File: config.mk
export PLATFORM = sky130hd
export DESIGN_NAME = mem_bus_arbiter_flat
export DESIGN_NICKNAME = d
export VERILOG_FILES = /design/src/rtl/mem_bus_if.sv /design/src/rtl/mem_bus_arbiter.sv /design/src/flat_wrapper.sv
export SDC_FILE = /design/constraint.sdc
export NUM_CORES = 1
export LEC_CHECK = 0
export ABC_CLOCK_PERIOD_IN_PS = 1890
export CORE_MARGIN = 10
export CORE_UTILIZATION = 50
export CTS_BUF_LIST = sky130_fd_sc_hd__clkbuf_16
export CTS_CLUSTER_DIAMETER = 150
export DETAILED_ROUTE_END_ITERATION = 10
export DONT_BUFFER_PORTS = 1
export SKIP_CTS_REPAIR_TIMING = 1
export SLEW_MARGIN = 15
export SYNTH_ARGS = -nofsm -noshare
export SYNTH_HDL_FRONTEND = slang
export SYNTH_SLANG_ARGS = --single-unit
File: constraint.sdc
create_clock -name clk -period 1.89 [get_ports clk]
set_input_delay 0.2835 -clock clk [delete_from_list [all_inputs] [get_ports clk]]
set_output_delay 0.2835 -clock clk [all_outputs]
set_load 0.03 [all_outputs]
File: src/rtl/mem_bus_if.sv
// mem_bus_if: requester handshakes and Avalon-MM pins of the memory bus arbiter.
//   fetch port : if_req, if_addr -> if_rdata, if_done
//   data port  : dm_req, dm_we, dm_addr, dm_wdata -> dm_rdata, dm_done
//   Avalon pins: address, read, write, writedata <- waitrequest, readdata
// Modport master is the arbiter side (it masters the Avalon port);
// modport slave is the surrounding environment (requesters + memory).
`timescale 1ns/1ps
interface mem_bus_if;
    logic        if_req;
    logic [31:0] if_addr;
    logic [31:0] if_rdata;
    logic        if_done;
    logic        dm_req;
    logic        dm_we;
    logic [31:0] dm_addr;
    logic [31:0] dm_wdata;
    logic [31:0] dm_rdata;
    logic        dm_done;
    logic [31:0] address;
    logic        read;
    logic        write;
    logic [31:0] writedata;
    logic        waitrequest;
    logic [31:0] readdata;

    modport master (
        input  if_req, if_addr, dm_req, dm_we, dm_addr, dm_wdata, waitrequest, readdata,
        output if_rdata, if_done, dm_rdata, dm_done, address, read, write, writedata
    );

    modport slave (
        output if_req, if_addr, dm_req, dm_we, dm_addr, dm_wdata, waitrequest, readdata,
        input  if_rdata, if_done, dm_rdata, dm_done, address, read, write, writedata
    );
endinterface

File: src/rtl/mem_bus_arbiter.sv
// mem_bus_arbiter: shares one Avalon-MM master port between the instruction
// fetch path and the load/store data path.
//   clk, reset   : single clock, synchronous active-high reset
//   bus          : mem_bus_if.master (requester handshakes + Avalon pins)
//   busy         : high while a transfer is in XFER or DONE
//   timeout_err  : sticky abort flag (only live with MEM_ARB_TIMEOUT_EN)
// Optional feature: define MEM_ARB_TIMEOUT_EN to abort transfers stalled for
// TIMEOUT_CYCLES waitrequest cycles; otherwise XFER waits indefinitely.
`timescale 1ns/1ps
module mem_bus_arbiter #(
    parameter int TIMEOUT_CYCLES = 256
) (
    input  logic             clk,
    input  logic             reset,
    mem_bus_if.master        bus,
    output logic             busy,
    output logic             timeout_err
);
    typedef enum logic [1:0] {
        ST_IDLE = 2'd0,
        ST_XFER = 2'd1,
        ST_DONE = 2'd2
    } state_e;

    localparam logic OWNER_FETCH = 1'b0;
    localparam logic OWNER_DATA  = 1'b1;

    state_e      state_r;
    state_e      state_nxt_s;
    logic        owner_r;
    logic        last_r;
    logic [31:0] address_r;
    logic [31:0] writedata_r;
    logic [31:0] if_rdata_r;
    logic [31:0] dm_rdata_r;
    logic        read_r;
    logic        write_r;
    logic        if_done_r;
    logic        dm_done_r;

    logic        grant_s;
    logic        grant_data_s;
    logic        finish_s;
    logic        tmo_hit_s;
    logic        read_nxt_s;
    logic        write_nxt_s;
    logic        if_done_nxt_s;
    logic        dm_done_nxt_s;
    logic        cap_if_s;
    logic        cap_dm_s;
    logic [31:0] rdata_nxt_s;

    if (TIMEOUT_CYCLES < 1) begin : g_bad_timeout
        $error("TIMEOUT_CYCLES must be at least 1");
    end

    // On a tie the requester that did not win last time is granted.
    assign grant_s      = (state_r == ST_IDLE) && (bus.if_req || bus.dm_req);
    assign grant_data_s = bus.dm_req && (!bus.if_req || (last_r == OWNER_FETCH));
    assign finish_s     = (state_r == ST_XFER) && (!bus.waitrequest || tmo_hit_s);

`ifdef MEM_ARB_TIMEOUT_EN
    localparam int CNT_W = $clog2(TIMEOUT_CYCLES) + 1;
    localparam logic [CNT_W-1:0] TMO_LAST = CNT_W'(TIMEOUT_CYCLES - 1);

    logic [CNT_W-1:0] tmo_cnt_r;
    logic             tmo_err_r;

    // Abort on the stall that would bring the count to TIMEOUT_CYCLES.
    assign tmo_hit_s   = (state_r == ST_XFER) && bus.waitrequest && (tmo_cnt_r == TMO_LAST);
    assign timeout_err = tmo_err_r;

    // Stall counter (cleared on grant) and sticky abort flag.
    always_ff @(posedge clk) begin
        if (reset) begin
            tmo_cnt_r <= {CNT_W{1'b0}};
            tmo_err_r <= 1'b0;
        end else begin
            if (grant_s) begin
                tmo_cnt_r <= {CNT_W{1'b0}};
            end else if ((state_r == ST_XFER) && bus.waitrequest) begin
                tmo_cnt_r <= tmo_cnt_r + 1'b1;
            end else begin
                tmo_cnt_r <= tmo_cnt_r;
            end
            if (tmo_hit_s) begin
                tmo_err_r <= 1'b1;
            end else begin
                tmo_err_r <= tmo_err_r;
            end
        end
    end
`else
    assign tmo_hit_s   = 1'b0;
    assign timeout_err = 1'b0;
`endif

    // FSM state register.
    always_ff @(posedge clk) begin
        if (reset) begin
            state_r <= ST_IDLE;
        end else begin
            state_r <= state_nxt_s;
        end
    end

    // FSM next-state decode.
    always_comb begin
        state_nxt_s = state_r;
        case (state_r)
            ST_IDLE: begin
                if (grant_s) begin
                    state_nxt_s = ST_XFER;
                end else begin
                    state_nxt_s = ST_IDLE;
                end
            end
            ST_XFER: begin
                if (finish_s) begin
                    state_nxt_s = ST_DONE;
                end else begin
                    state_nxt_s = ST_XFER;
                end
            end
            ST_DONE: state_nxt_s = ST_IDLE;
            default: state_nxt_s = ST_IDLE;
        endcase
    end

    // FSM output decode: next values of the registered strobes and pulses.
    always_comb begin
        read_nxt_s    = 1'b0;
        write_nxt_s   = 1'b0;
        if_done_nxt_s = 1'b0;
        dm_done_nxt_s = 1'b0;
        cap_if_s      = 1'b0;
        cap_dm_s      = 1'b0;
        if (tmo_hit_s) begin
            rdata_nxt_s = 32'h0000_0000;
        end else begin
            rdata_nxt_s = bus.readdata;
        end
        case (state_r)
            ST_IDLE: begin
                if (grant_s) begin
                    read_nxt_s  = !grant_data_s || !bus.dm_we;
                    write_nxt_s = grant_data_s && bus.dm_we;
                end else begin
                    read_nxt_s  = 1'b0;
                    write_nxt_s = 1'b0;
                end
            end
            ST_XFER: begin
                if (finish_s) begin
                    if_done_nxt_s = (owner_r == OWNER_FETCH);
                    dm_done_nxt_s = (owner_r == OWNER_DATA);
                    cap_if_s      = read_r && (owner_r == OWNER_FETCH);
                    cap_dm_s      = read_r && (owner_r == OWNER_DATA);
                end else begin
                    read_nxt_s  = read_r;
                    write_nxt_s = write_r;
                end
            end
            ST_DONE: begin
                read_nxt_s  = 1'b0;
                write_nxt_s = 1'b0;
            end
            default: begin
                read_nxt_s  = 1'b0;
                write_nxt_s = 1'b0;
            end
        endcase
    end

    // Output and request-latch registers.
    always_ff @(posedge clk) begin
        if (reset) begin
            owner_r     <= OWNER_FETCH;
            last_r      <= OWNER_FETCH;
            address_r   <= 32'h0000_0000;
            writedata_r <= 32'h0000_0000;
            if_rdata_r  <= 32'h0000_0000;
            dm_rdata_r  <= 32'h0000_0000;
            read_r      <= 1'b0;
            write_r     <= 1'b0;
            if_done_r   <= 1'b0;
            dm_done_r   <= 1'b0;
        end else begin
            read_r    <= read_nxt_s;
            write_r   <= write_nxt_s;
            if_done_r <= if_done_nxt_s;
            dm_done_r <= dm_done_nxt_s;
            if (grant_s) begin
                owner_r   <= grant_data_s;
                last_r    <= grant_data_s;
                address_r <= grant_data_s ? bus.dm_addr : bus.if_addr;
                if (grant_data_s) begin
                    writedata_r <= bus.dm_wdata;
                end else begin
                    writedata_r <= writedata_r;
                end
            end else begin
                owner_r     <= owner_r;
                last_r      <= last_r;
                address_r   <= address_r;
                writedata_r <= writedata_r;
            end
            if (cap_if_s) begin
                if_rdata_r <= rdata_nxt_s;
            end else begin
                if_rdata_r <= if_rdata_r;
            end
            if (cap_dm_s) begin
                dm_rdata_r <= rdata_nxt_s;
            end else begin
                dm_rdata_r <= dm_rdata_r;
            end
        end
    end

    assign bus.address   = address_r;
    assign bus.writedata = writedata_r;
    assign bus.read      = read_r;
    assign bus.write     = write_r;
    assign bus.if_rdata  = if_rdata_r;
    assign bus.if_done   = if_done_r;
    assign bus.dm_rdata  = dm_rdata_r;
    assign bus.dm_done   = dm_done_r;
    assign busy          = (state_r == ST_XFER) || (state_r == ST_DONE);
endmodule

File: src/flat_wrapper.sv
// flat-port wrapper written by rule: the top's interface ports become plain ports
module mem_bus_arbiter_flat 
#(
    parameter int TIMEOUT_CYCLES = 256
)
  (clk, reset, busy, timeout_err, bus_if_req, bus_if_addr, bus_dm_req, bus_dm_we, bus_dm_addr, bus_dm_wdata, bus_waitrequest, bus_readdata, bus_if_rdata, bus_if_done, bus_dm_rdata, bus_dm_done, bus_address, bus_read, bus_write, bus_writedata);
  mem_bus_if bus_i ();
  input  logic clk;
  input  logic reset;
  output logic busy;
  output logic timeout_err;
  input wire logic [$bits(bus_i.if_req)-1:0] bus_if_req;
  input wire logic [$bits(bus_i.if_addr)-1:0] bus_if_addr;
  input wire logic [$bits(bus_i.dm_req)-1:0] bus_dm_req;
  input wire logic [$bits(bus_i.dm_we)-1:0] bus_dm_we;
  input wire logic [$bits(bus_i.dm_addr)-1:0] bus_dm_addr;
  input wire logic [$bits(bus_i.dm_wdata)-1:0] bus_dm_wdata;
  input wire logic [$bits(bus_i.waitrequest)-1:0] bus_waitrequest;
  input wire logic [$bits(bus_i.readdata)-1:0] bus_readdata;
  output wire logic [$bits(bus_i.if_rdata)-1:0] bus_if_rdata;
  output wire logic [$bits(bus_i.if_done)-1:0] bus_if_done;
  output wire logic [$bits(bus_i.dm_rdata)-1:0] bus_dm_rdata;
  output wire logic [$bits(bus_i.dm_done)-1:0] bus_dm_done;
  output wire logic [$bits(bus_i.address)-1:0] bus_address;
  output wire logic [$bits(bus_i.read)-1:0] bus_read;
  output wire logic [$bits(bus_i.write)-1:0] bus_write;
  output wire logic [$bits(bus_i.writedata)-1:0] bus_writedata;
  assign bus_i.if_req = bus_if_req;
  assign bus_i.if_addr = bus_if_addr;
  assign bus_i.dm_req = bus_dm_req;
  assign bus_i.dm_we = bus_dm_we;
  assign bus_i.dm_addr = bus_dm_addr;
  assign bus_i.dm_wdata = bus_dm_wdata;
  assign bus_i.waitrequest = bus_waitrequest;
  assign bus_i.readdata = bus_readdata;
  assign bus_if_rdata = bus_i.if_rdata;
  assign bus_if_done = bus_i.if_done;
  assign bus_dm_rdata = bus_i.dm_rdata;
  assign bus_dm_done = bus_i.dm_done;
  assign bus_address = bus_i.address;
  assign bus_read = bus_i.read;
  assign bus_write = bus_i.write;
  assign bus_writedata = bus_i.writedata;
  mem_bus_arbiter #(.TIMEOUT_CYCLES(TIMEOUT_CYCLES)) u_core (.clk(clk), .reset(reset), .bus(bus_i), .busy(busy), .timeout_err(timeout_err));
endmodule
* Yosys cells after proc, flatten, opt, wreduce, memory -nomap -nowiden
Cells that the tools add are included.
** Operators by class
- Reduce and logical (&&, ||, !) cells :: 17
- Bitwise gates (word level) :: 3
- Eq/ne operators :: 3
- Mux-type cells :: 13
** Operators with widths (count)
- $mux W32 :: 1
- $mux W1 :: 8
- $logic_and A1 B1 Y1 :: 6
- $logic_not A1 Y1 :: 4
- $logic_or A1 B1 Y1 :: 4
- $pmux W1 S2 :: 2
- $pmux W2 S2 :: 1
- $not A1 Y1 :: 3
- $reduce_or A3 Y1 :: 1
- $eq A2 B1 Y1 const B :: 1
- $eq A2 B2 Y1 const B :: 1
- $logic_not A2 Y1 :: 1
- $mux W2 :: 1
- $ne A2 B1 Y1 const B :: 1
- $reduce_and A2 Y1 :: 1
** Storage, ports and cells
- Logic and storage cells :: 46
- Output and inout port bits :: 134
- Flip-flop bits (word level) :: 135
- Input bits :: 134

* Logic depth before layout (Yosys ltp)
Gate-level depths: netlist (run 1).
- Depth after elaboration :: 7
- Gate-level depth with buffers :: 8
- Gate-level depth less buffers :: 5

* Worst setup path before layout (run 1)
OpenSTA, ideal clock, no wires.
- Kind :: flip-flop to flip-flop
- Start :: reg u_core.state_r[1]
- End :: reg u_core.if_rdata_r[10] (netlist: u_core.bus.if_rdata[10])
- Clock period less this slack :: 1.372 ns
- Required time :: 1.820 ns
- Arrival time :: 1.302 ns
- Stages on the path, launching flop included :: 9
- Setup slack :: 0.518 ns
- Cells stage by stage :: dfxtp_1 inv_1 ha_1 buf_4 nor4bb_1 buf_4 buf_8 nand2_1 a21oi_2
** On the way
- Word-level cells in the longest chain between the ends :: 4
** Ends and longest elaborated chain
- start: declaration :: line mem_bus_arbiter.sv:28 : state_e state_r;
- start signal: assignment :: line mem_bus_arbiter.sv:103 : state_r <= state_nxt_s;
- $eq A2 B1 Y1 * :: line mem_bus_arbiter.sv:60, mem_bus_arbiter.sv:143
- $logic_and A1 B1 Y1 :: line mem_bus_arbiter.sv:60 : assign finish_s = (state_r == ST_XFER) && (!bus.waitrequest || tmo_hit_s);
- $mux W1 :: line mem_bus_arbiter.sv:154 : if (finish_s) begin
- $mux W1 * :: line mem_bus_arbiter.sv:143 : case (state_r)
- end signal: assignment :: line mem_bus_arbiter.sv:209 : if_rdata_r <= rdata_nxt_s;
- end signal: assignment :: line mem_bus_arbiter.sv:211 : if_rdata_r <= if_rdata_r;
- end: declaration :: line mem_bus_arbiter.sv:34 : logic [31:0] if_rdata_r;
Mark *: on every way between the ends. The rest lies on a longest branch, timed or not.
A chain may end at the register's enable or synchronous reset.

* Worst setup path in the final report (run 1)
- Start :: reg u_core.state_r[0]
- End :: reg u_core.state_r[0]
** On the way
- Word-level cells in the longest chain between the ends :: 4
- Elaborated cells between the ends (all ways) :: 7
- Classes of those cells :: 1 x eq/ne; 3 x mux; 3 x reduce/logical
** Ends and longest elaborated chain
- $eq A2 B1 Y1 / $logic_not A2 Y1 (equally long branches) :: line mem_bus_arbiter.sv:60, mem_bus_arbiter.sv:110, mem_bus_arbiter.sv:58
- $logic_and A1 B1 Y1, on equally long branches :: line mem_bus_arbiter.sv:60, mem_bus_arbiter.sv:58
- $mux W2 / $mux W1 (equally long branches) :: line mem_bus_arbiter.sv:119, mem_bus_arbiter.sv:112
- $pmux W2 S2 * :: line mem_bus_arbiter.sv:110 : case (state_r)
Marks and branches as above.

==> impl_table.tex, run 1 <==
\begin{tabular}{lr}
\hline
Metric & Value \\
\hline
\multicolumn{2}{l}{\textbf{Drt}} \\
Avg WL per Cell & 20.6 um \\
Vias per inst & approximately 5.6 \\
Count of unresolved DRC violations after routing & 0 \\
Final ANT Viol Nets & 0 \\
Drt initial violations & around 460 \\
Via total after detailed routing & $\sim$4300 \\
Number of optimization iterations in the first detailed-route pass & 5 \\
Total wire length & 15700 um \\
\multicolumn{2}{l}{\textbf{Timing}} \\
Min setup slack post-route & 0.131 ns \\
Setup repair after global routing missed its margin & false \\
Hold Slack & -0.0312 ns \\
Sum Neg Setup Slack & 0 ns \\
Max Slew Vio Count & 0 \\
Total of endpoints with negative setup slack in the final report & 0 \\
Fin crit period & between 1.5 and 2 ns \\
Final clock skew & 0.0118 ns \\
Final hold viol count & 43 \\
Period Utilization, post-route & 93.1\% \\
Fmax & 0.569 GHz \\
\multicolumn{2}{l}{\textbf{Flow run}} \\
Max-cap violation count & 0 \\
\multicolumn{2}{l}{\textbf{Final layout}} \\
Most used cells in the layout excluding fill and tap cells & sky130\_fd\_sc\_hd\_\_nand2\_1, sky130\_fd\_sc\_hd\_\_dfxtp\_1, sky130\_fd\_sc\_hd\_\_a21oi\_1, sky130\_fd\_sc\_hd\_\_nand3\_1, sky130\_fd\_sc\_hd\_\_nor2\_1 \\
Fraction of layout instances using a drive strength above 1 & 11.7\% \\
Synth-to-Final Area Change & 10.4\% \\
Net count, final & 749 \\
Post-Layout Inst Area & 0.00585 mm\^{}2 \\
Diode count & 0 \\
Most frequent standard cell in the layout excluding fill and tap cells & sky130\_fd\_sc\_hd\_\_nand2\_1 \\
\multicolumn{2}{l}{\textbf{GRT}} \\
Wire length of the first global-routing pass & between 20000 and 25000 um \\
Met2 Resource Use GR & 33.4\% \\
Global router's overall resource usage & 19.5\% \\
Global-route met1 utilization & 19.5\% \\
Largest net degree at the start of global routing & about 130 \\
Antenna violations before repair & 0 \\
Via count of the first global-routing pass & 4311 \\
Remaining Overflow, GRT & 0 \\
Global route hottest layer & met2 \\
Met3 track demand over resource in global routing & a little over a tenth \\
\multicolumn{2}{l}{\textbf{Placement}} \\
Routability cong. & 0.785 \\
Number of port buffers & 0 \\
Post-Place Worst Slack & 0.339 ns \\
Area after DPL & 0.00527 mm\^{}2 \\
Detailed-placement wirelength estimate & around 11000 um \\
\multicolumn{2}{l}{\textbf{Clock network}} \\
Root buffer selected by CTS & sky130\_fd\_sc\_hd\_\_clkbuf\_16 \\
Worst-Skew Late Latency & 0.41 ns \\
\# H-tree levels & 4 \\
Clock transition at path regs & about 0.060 ns \\
CTS Buffer Depth & 2 \\
CTS buffer count & 17 \\
Sinks on Clock Net & between 100 and 150 \\
CTS tree & done \\
\multicolumn{2}{l}{\textbf{Critical path}} \\
WS Path Type & flip-flop to flip-flop \\
Worst endpoint data arrival time & 2.04 ns \\
Critical-path cell list & inv\_1 -> ha\_1 -> o21ai\_2 -> buf\_4 -> a21oi\_1 -> dlygate4sd3\_1 \\
Count of buffer and inverter cells on the critical path & 3 \\
Library cell contributing the largest single delay on the critical path & sky130\_fd\_sc\_hd\_\_dlygate4sd3\_1 \\
Worst EP required & approximately 2.2 ns \\
Capturing element type of the critical path & flip-flop \\
Kind of cell adding the most delay to the critical path & buffers and inverters \\
Worst path max stage delay & 0.55 ns \\
Highest fanout seen on the critical path & 21 \\
Type of origin of the critical path & flip-flop \\
\multicolumn{2}{l}{\textbf{Die}} \\
Initial core utilization & 51.3\% \\
Die outline area & 0.0151 mm\^{}2 \\
Core Region & 0.0103 mm\^{}2 \\
Height of the chip & 123 um \\
Ports & 268 \\
Horiz. Die Dim & 123 um \\
Rows & 37 \\
\multicolumn{2}{l}{\textbf{Yosys}} \\
Count of synthesis-stage warnings from yosys & 0 \\
Mapped Avg Cell Area & 8.30 um\^{}2 \\
Number of nets in the synthesized netlist & 774 \\
Sequential element share of the synthesized area & $\sim$50\% \\
Number of standard cells after synthesis & 638 \\
Post-synth design cell area & 0.00529 mm\^{}2 \\
Yosys cell types & 32 \\
Count of state elements after synthesis & between 100 and 150 \\
\multicolumn{2}{l}{\textbf{Status}} \\
Violations in the final reports & negative hold slack \\
Outcome & complete, but fails checks \\
\multicolumn{2}{l}{\textbf{Min path}} \\
Class of the worst hold path & input pin to flip-flop \\
\multicolumn{2}{l}{\textbf{Pwr}} \\
Peak supply drop & 0.000546 V \\
Leakage power figure & 2.01 nW \\
Pwr/cell area & roughly 1200 mW/mm\^{}2 \\
Overall Power & $\sim$7.0 mW \\
\hline
\end{tabular}
worst paths after layout:
kind | depth (start not counted) | slack (ns) | to | startpoint
setup / recovery | 6 | 0.13 | u_core.state_r[0] | u_core.state_r[0]
hold / removal | 1 | -0.03 | u_core.bus.address[21] | reset
setup reg to reg | 6 | 0.13 | u_core.state_r[0] | u_core.state_r[0]
hold reg to reg | 1 | 0.60 | u_core.bus.if_done | u_core.last_r
report_power, final:
part	internal, mW	switching (mW)	total, mW	leakage, nW
logic	0.208	0.335	0.543	0.644
clock network	1.81	1.25	3.06	0.267
registers	3.00	0.400	3.40	1.10
logic make-up after synthesis:
| logic type | count (synthesis) | share of synthesized area (%) |
|---|---|---|
| flops | 135 | 51.1 |
| other cells | 1 | 0.0708 |
| fa+ha+maj | 2 | 0.473 |
| simple gates | 236 | 18.2 |
| compound gates | 201 | 23.2 |
| buf+inv | 63 | 7.02 |
area by class of cell:
class / instances / area, um^2
Fill cell: 938 / 4480
Sequential cell: 135 / 2700
Multi-Input combinational cell: 440 / 2240
Clock buffer: 17 / 425
Tap cell: 136 / 170
Timing Repair Buffer: 16 / 163
Clock inverter: 15 / 131
Inverter: 3 / 11.3
per-stage QoR:
step	utilization, %	std cells
detailed placement	51.0	728
finish	56.6	762
CTS	56.4	760
floorplan	-	638
global route	56.6	762
global placement	51.0	728
cell usage after synthesis, drive strengths merged:
cell | n | area share, %
a21boi | 1 | 0.21
nand4b | 1 | 0.17
o21a | 1 | 0.14
a221o | 1 | 0.19
nor4bb | 1 | 0.19
nand4 | 1 | 0.12
buf | 42 | 5.5
a21oi | 131 | 14
a21bo | 1 | 0.19
nand3 | 34 | 3.2
dfxtp | 135 | 51
and4b | 1 | 0.19
clkbuf | 18 | 1.3
o21ai | 33 | 3.2
nand2 | 161 | 11
nor2b | 1 | 0.12
nor3b | 1 | 0.14
nand4bb | 1 | 0.21
nor2 | 33 | 2.3
a22oi | 1 | 0.14
and2 | 1 | 0.12
conb | 1 | 0.071
a211oi | 32 | 5.6
ha | 2 | 0.47
inv | 3 | 0.21
sequential cells by signal, indices dropped and copies added (netlist names):
signal	count
u_core.bus.address	32
u_core.bus.dm_rdata	32
u_core.bus.if_rdata	32
u_core.bus.writedata	32
u_core.state_r	2
u_core.bus.dm_done	1
u_core.bus.if_done	1
u_core.bus.read	1
u_core.bus.write	1
u_core.last_r	1
metal layers:
| layer | vias to the layer above | wire length, um |
|---|---|---|
| met3 | 19 | 2080 |
| li1 | 2103 | - |
| met2 | 158 | 8030 |
| met4 | 0 | 237 |
| met5 | - | 0 |
| met1 | 1997 | 5390 |
Note: power is estimated with default switching activity, not from simulation.
==> run 2, diff against run 1 <==
--- a/config.mk
+++ b/config.mk
@@ -9,9 +9,9 @@
 export CORE_MARGIN = 10
 export CORE_UTILIZATION = 50
 export CTS_BUF_LIST = sky130_fd_sc_hd__clkbuf_16
-export CTS_CLUSTER_DIAMETER = 150
 export DETAILED_ROUTE_END_ITERATION = 10
 export DONT_BUFFER_PORTS = 1
+export RECOVER_POWER = 50
 export SKIP_CTS_REPAIR_TIMING = 1
 export SLEW_MARGIN = 15
 export SYNTH_ARGS = -nofsm -noshare
==> impl_table.tex, run 2 (same netlist as run 1, synthesis figures left out) <==
\begin{tabular}{lr}
\hline
Metric & Value \\
\hline
\multicolumn{2}{l}{\textbf{Drt}} \\
Count of unresolved DRC violations after routing & 0 \\
Drt initial violations & 457 \\
Via total after detailed routing & $\sim$4300 \\
Total wire length & 15700 um \\
Avg WL per Cell & $\sim$21 um \\
Number of optimization iterations in the first detailed-route pass & 5 \\
Final ANT Viol Nets & 0 \\
Vias per inst & 5.61 \\
\multicolumn{2}{l}{\textbf{Die}} \\
Die outline area & 0.0151 mm\^{}2 \\
Core Region & 0.0103 mm\^{}2 \\
Initial core utilization & 51.3\% \\
Rows & 37 \\
Horiz. Die Dim & 123 um \\
Height of the chip & 123 um \\
Ports & 268 \\
\multicolumn{2}{l}{\textbf{Clock network}} \\
CTS tree & done \\
Sinks on Clock Net & 135 \\
CTS buffer count & 17 \\
Clock transition at path regs & 0.06 ns \\
\# H-tree levels & 4 \\
Root buffer selected by CTS & sky130\_fd\_sc\_hd\_\_clkbuf\_16 \\
CTS Buffer Depth & 2 \\
Worst-Skew Late Latency & 0.41 ns \\
\multicolumn{2}{l}{\textbf{Final layout}} \\
Synth-to-Final Area Change & 10.4\% \\
Diode count & 0 \\
Number of inserted filler cells in the final layout & 937 \\
Net count, final & roughly 750 \\
Most used cells in the layout excluding fill and tap cells & sky130\_fd\_sc\_hd\_\_nand2\_1, sky130\_fd\_sc\_hd\_\_dfxtp\_1, sky130\_fd\_sc\_hd\_\_a21oi\_1, sky130\_fd\_sc\_hd\_\_nand3\_1, sky130\_fd\_sc\_hd\_\_nor2\_1 \\
Fraction of layout instances using a drive strength above 1 & 11.5\% \\
Most frequent standard cell in the layout excluding fill and tap cells & sky130\_fd\_sc\_hd\_\_nand2\_1 \\
Post-Layout Inst Area & 0.00584 mm\^{}2 \\
\multicolumn{2}{l}{\textbf{Critical path}} \\
Reg-to-reg endpoint & u\_core.state\_r[0] \\
Worst EP required & $\sim$2.2 ns \\
Capturing element type of the critical path & flip-flop \\
WS Path Type & flip-flop to flip-flop \\
Type of origin of the critical path & flip-flop \\
Highest fanout seen on the critical path & 21 \\
Startpoint of the worst register-to-register path & u\_core.state\_r[0] \\
Worst endpoint data arrival time & 2.04 ns \\
Setup slack of the most critical reg-to-reg path & 0.13 ns \\
R2R depth & 6 \\
\multicolumn{2}{l}{\textbf{Pwr}} \\
Clk network pwr share & between 40 and 50\% \\
Peak supply drop & roughly 0.00055 V \\
Combinational power share & around 7.7\% \\
Net Switching & 1.99 mW \\
Sw Ratio & 28.4\% \\
Reg power frac & a little under 50\% \\
Pwr/cell area & 1200 mW/mm\^{}2 \\
Leakage power figure & 2.01 nW \\
Internal power contribution & 5.01 mW \\
\multicolumn{2}{l}{\textbf{GRT}} \\
Global router's overall resource usage & 19.5\% \\
Remaining Overflow, GRT & 0 \\
Largest net degree at the start of global routing & 134 \\
Via count of the first global-routing pass & roughly 4300 \\
Wire length of the first global-routing pass & 23300 um \\
Antenna violations before repair & 0 \\
\multicolumn{2}{l}{\textbf{Timing}} \\
Total of endpoints with negative setup slack in the final report & 0 \\
Hold Slack & -0.0312 ns \\
Min setup slack post-route & roughly 0.13 ns \\
Final clock skew & 0.0118 ns \\
Fin crit period & 1.76 ns \\
Final hold viol count & 43 \\
Max Slew Vio Count & 0 \\
Sum Neg Setup Slack & 0 ns \\
Setup repair after global routing missed its margin & false \\
Fmax & $\sim$0.57 GHz \\
Period Utilization, post-route & 93.1\% \\
\multicolumn{2}{l}{\textbf{Placement}} \\
Detailed-placement wirelength estimate & about 11000 um \\
Routability cong. & 0.785 \\
Post-Place Worst Slack & 0.339 ns \\
Number of port buffers & 0 \\
Area after DPL & 0.00527 mm\^{}2 \\
\multicolumn{2}{l}{\textbf{Flow run}} \\
Max-cap violation count & 0 \\
\multicolumn{2}{l}{\textbf{Min path}} \\
WHS Path Cells & 1 \\
Worst Hold Path EP & u\_core.bus.address[21] \\
Class of the worst hold path & input pin to flip-flop \\
Hold\_sp & reset \\
\multicolumn{2}{l}{\textbf{Status}} \\
Outcome & complete, but fails checks \\
Violations in the final reports & negative hold slack \\
\hline
\end{tabular}
[run 2: cell count changes in the layout (fill, tap and decap cells not counted), sizes merged]
cell	before	now
buf	14	13
clkbuf	17	18
[run 2: cell type report]
type	instances	area [um^2]	share of cell area, %
clock buffer	17	425	7.28
inverter	3	11.3	0.193
multi-input combinational	440	2240	38.4
timing repair buffer	16	159	2.72
tap	136	170	2.91
sequential	135	2700	46.3
clock inverter	15	131	2.25
[run 2: metrics by stage]
stage                     hold slack, ns  utilization [%]  total power, mW  cells
after global placement             0.362             51.0             3.98    728
after global routing             -0.0692             56.6             7.27    762
after floorplan                    0.419                -             3.91    638
final                            -0.0312             56.6             7.00    762
after detailed placement           0.365             51.0             4.01    728
after CTS                        -0.0711             56.4             7.07    760
[run 2: how the worst max path moves through the flow]
stage / startpoint / end / depth (start not counted)
finish: u_core.state_r[0] / u_core.state_r[0] / 6
CTS: u_core.state_r[0] / busy / 2
detailed placement: u_core.state_r[1] / u_core.bus.if_rdata[9] / 6
floorplan: u_core.state_r[1] / u_core.bus.if_rdata[10] / 8
global route: u_core.state_r[0] / u_core.state_r[0] / 6
global placement: u_core.state_r[1] / u_core.bus.if_rdata[16] / 6
[run 2: power groups by stage]
stage                     combinational (mW)  sequential, mW  clock, mW
after detailed placement               0.543            3.46          0
after global routing                   0.616            3.41       3.24
final                                  0.541            3.40       3.06
after global placement                 0.519            3.46          0
after CTS                              0.542            3.40       3.13
after floorplan                        0.500            3.41          0
[run 2: worst max-delay path: stages, from the launching register on]
cell                            delay, ns
sky130_fd_sc_hd__dfxtp_1             0.33
sky130_fd_sc_hd__inv_1               0.05
sky130_fd_sc_hd__ha_1                0.25
sky130_fd_sc_hd__o21ai_2             0.09
sky130_fd_sc_hd__buf_4               0.27
sky130_fd_sc_hd__a21oi_1             0.10
sky130_fd_sc_hd__dlygate4sd3_1       0.55
[run 2: metal layers]
| metal | wire, um | vias up | GRT usage, % |
|---|---|---|---|
| li1 | - | 2103 | - |
| met1 | 5380 | 1996 | 19.5 |
| met2 | 8030 | 158 | 33.4 |
| met3 | 2080 | 19 | 10.8 |
| met4 | 237 | 0 | 7.22 |
| met5 | 0 | - | 0 |
==> run 3, diff against run 2 <==
--- a/config.mk
+++ b/config.mk
@@ -6,13 +6,17 @@
 export NUM_CORES = 1
 export LEC_CHECK = 0
 export ABC_CLOCK_PERIOD_IN_PS = 1890
-export CORE_MARGIN = 10
-export CORE_UTILIZATION = 50
+export CELL_PAD_IN_SITES_DETAIL_PLACEMENT = 0
+export CELL_PAD_IN_SITES_GLOBAL_PLACEMENT = 1
+export CORE_MARGIN = 2
+export CORE_UTILIZATION = 44
 export CTS_BUF_LIST = sky130_fd_sc_hd__clkbuf_16
 export DETAILED_ROUTE_END_ITERATION = 10
 export DONT_BUFFER_PORTS = 1
+export PLACE_DENSITY_LB_ADDON = 0.1
 export RECOVER_POWER = 50
 export SKIP_CTS_REPAIR_TIMING = 1
+export SKIP_LAST_GASP = 1
 export SLEW_MARGIN = 15
 export SYNTH_ARGS = -nofsm -noshare
 export SYNTH_HDL_FRONTEND = slang
==> impl_table.tex, run 3 (same netlist as run 1, synthesis figures left out) <==
\begin{tabular}{lr}
\hline
Metric & Value \\
\hline
\multicolumn{2}{l}{\textbf{Status}} \\
Outcome & complete, but fails checks \\
Violations in the final reports & negative hold slack \\
\multicolumn{2}{l}{\textbf{Timing}} \\
Fmax & 0.598 GHz \\
Total of endpoints with negative setup slack in the final report & 0 \\
Max Slew Vio Count & 0 \\
Final hold viol count & 41 \\
Final clock skew & 0.00828 ns \\
Hold Slack & -0.0580 ns \\
Setup repair after global routing missed its margin & false \\
Period Utilization, post-route & 88.5\% \\
Fin crit period & 1.67 ns \\
Sum Neg Setup Slack & 0 ns \\
Min setup slack post-route & $\sim$0.22 ns \\
\multicolumn{2}{l}{\textbf{Pwr}} \\
Sw Ratio & 27.1\% \\
Leakage power figure & 2.03 nW \\
Pwr/cell area & 1190 mW/mm\^{}2 \\
Reg power frac & 48.4\% \\
Peak supply drop & 0.000557 V \\
Net Switching & 1.90 mW \\
Clk network pwr share & 43.6\% \\
Internal power contribution & 5.11 mW \\
Combinational power share & 8.0\% \\
\multicolumn{2}{l}{\textbf{Min path}} \\
Class of the worst hold path & input pin to flip-flop \\
WHS Path Cells & 1 \\
\multicolumn{2}{l}{\textbf{Final layout}} \\
Diode count & 0 \\
Synth-to-Final Area Change & 11.1\% \\
Layout Cells excl Fill & around 770 \\
Fraction of layout instances using a drive strength above 1 & between 10\% and 20\% \\
Net count, final & between 700 and 800 \\
Most used cells in the layout excluding fill and tap cells & sky130\_fd\_sc\_hd\_\_nand2\_1, sky130\_fd\_sc\_hd\_\_dfxtp\_1, sky130\_fd\_sc\_hd\_\_a21oi\_1, sky130\_fd\_sc\_hd\_\_nand3\_1, sky130\_fd\_sc\_hd\_\_nor2\_1 \\
Core occupancy in the finished layout & between 40\% and 50\% \\
Number of inserted filler cells in the final layout & around 1200 \\
Most frequent standard cell in the layout excluding fill and tap cells & sky130\_fd\_sc\_hd\_\_nand2\_1 \\
\multicolumn{2}{l}{\textbf{Critical path}} \\
Capturing element type of the critical path & flip-flop \\
R2R depth & 5 \\
Worst EP required & around 2.2 ns \\
Highest fanout seen on the critical path & 7 \\
Worst endpoint data arrival time & between 2 and 2.5 ns \\
WS Path Type & flip-flop to flip-flop \\
Type of origin of the critical path & flip-flop \\
\multicolumn{2}{l}{\textbf{GRT}} \\
Wire length of the first global-routing pass & 21900 um \\
Remaining Overflow, GRT & 0 \\
Antenna violations before repair & 0 \\
Via count of the first global-routing pass & around 4200 \\
Global router's overall resource usage & 21.6\% \\
Largest net degree at the start of global routing & approximately 130 \\
\multicolumn{2}{l}{\textbf{Clock network}} \\
CTS buffer count & 17 \\
CTS Buffer Depth & 2 \\
\# H-tree levels & 4 \\
Root buffer selected by CTS & sky130\_fd\_sc\_hd\_\_clkbuf\_16 \\
Clock transition at path regs & roughly 0.06 ns \\
Worst-Skew Late Latency & roughly 0.41 ns \\
Sinks on Clock Net & 135 \\
CTS tree & done \\
\multicolumn{2}{l}{\textbf{Placement}} \\
Number of port buffers & 0 \\
Detailed-placement wirelength estimate & 9440 um \\
Routability cong. & 0.727 \\
Post-Place Worst Slack & 0.335 ns \\
Placed cell count & 739 \\
\multicolumn{2}{l}{\textbf{Drt}} \\
Vias per inst & 5.61 \\
Final ANT Viol Nets & 0 \\
Via total after detailed routing & 4340 \\
Number of optimization iterations in the first detailed-route pass & 5 \\
Avg WL per Cell & 18.5 um \\
Count of unresolved DRC violations after routing & 0 \\
Total wire length & 14300 um \\
Drt initial violations & about 370 \\
\multicolumn{2}{l}{\textbf{Die}} \\
Core Region & 0.0119 mm\^{}2 \\
Die outline area & between 0.01 and 0.015 mm\^{}2 \\
Initial core utilization & 44.6\% \\
Height of the chip & around 110 um \\
Horiz. Die Dim & between 100 and 150 um \\
Ports & 268 \\
Rows & 40 \\
\multicolumn{2}{l}{\textbf{Flow run}} \\
Max-cap violation count & 0 \\
\hline
\end{tabular}
-- run 3: cell count changes in the layout (fill, tap and decap cells not counted), sizes merged --
cell	previous run	this run
dlygate4sd3	2	3
clkinv	2	8
bufinv	1	2
clkinvlp	5	2
inv	10	6
-- run 3: layout make-up --
class / count / area [um^2] / area share, %
Timing Repair Buffer: 17 / 194 / 3.30
Inverter: 3 / 11.3 / 0.191
Tap cell: 147 / 184 / 3.13
Sequential cell: 135 / 2700 / 46.0
Clock inverter: 15 / 121 / 2.06
Multi-Input combinational cell: 440 / 2240 / 38.1
Clock buffer: 17 / 425 / 7.23
-- run 3: path summary, 6_finish.rpt --
| kind | startpoint | endpoint | slack (ns) |
|---|---|---|---|
| setup / recovery | u_core.state_r[1] | u_core.state_r[0] | 0.22 |
| hold reg to reg | u_core.bus.read | u_core.bus.read | 0.54 |
| hold / removal | reset | u_core.bus.dm_rdata[25] | -0.06 |
| setup reg to reg | u_core.state_r[1] | u_core.state_r[0] | 0.22 |
-- run 3: critical path, stage by stage, from the launching register on --
cell and delay [ns]:
sky130_fd_sc_hd__dfxtp_1 0.29, sky130_fd_sc_hd__inv_1 0.06, sky130_fd_sc_hd__ha_1 0.36, sky130_fd_sc_hd__o21ai_2 0.20, sky130_fd_sc_hd__a21oi_1 0.15, sky130_fd_sc_hd__dlygate4sd3_1 0.55
-- run 3: layer usage --
metal / GRT usage, % / vias to the layer above / wire [um]
li1: - / 2106 / -
met4: 8.94 / 0 / 280
met1: 25.0 / 2016 / 5490
met5: 0 / - / 0
met3: 8.40 / 23 / 1450
met2: 36.0 / 195 / 7090
-- run 3: power by group through the flow --
stage	registers (mW)	clock network (mW)	logic [mW]
3_5_place_dp	3.45	0	0.560
4_1_cts	3.39	3.12	0.561
5_1_grt	3.41	3.26	0.636
3_3_place_gp	3.45	0	0.541
2_1_floorplan	3.41	0	0.500
6_report	3.39	3.05	0.563
-- run 3: through the flow --
step,power [mW],instance area (um^2)
final,7.01,5880
after global routing,7.31,5880
after CTS,7.07,5850
after detailed placement,4.01,5310
after global placement,3.99,5310
after floorplan,3.91,5290
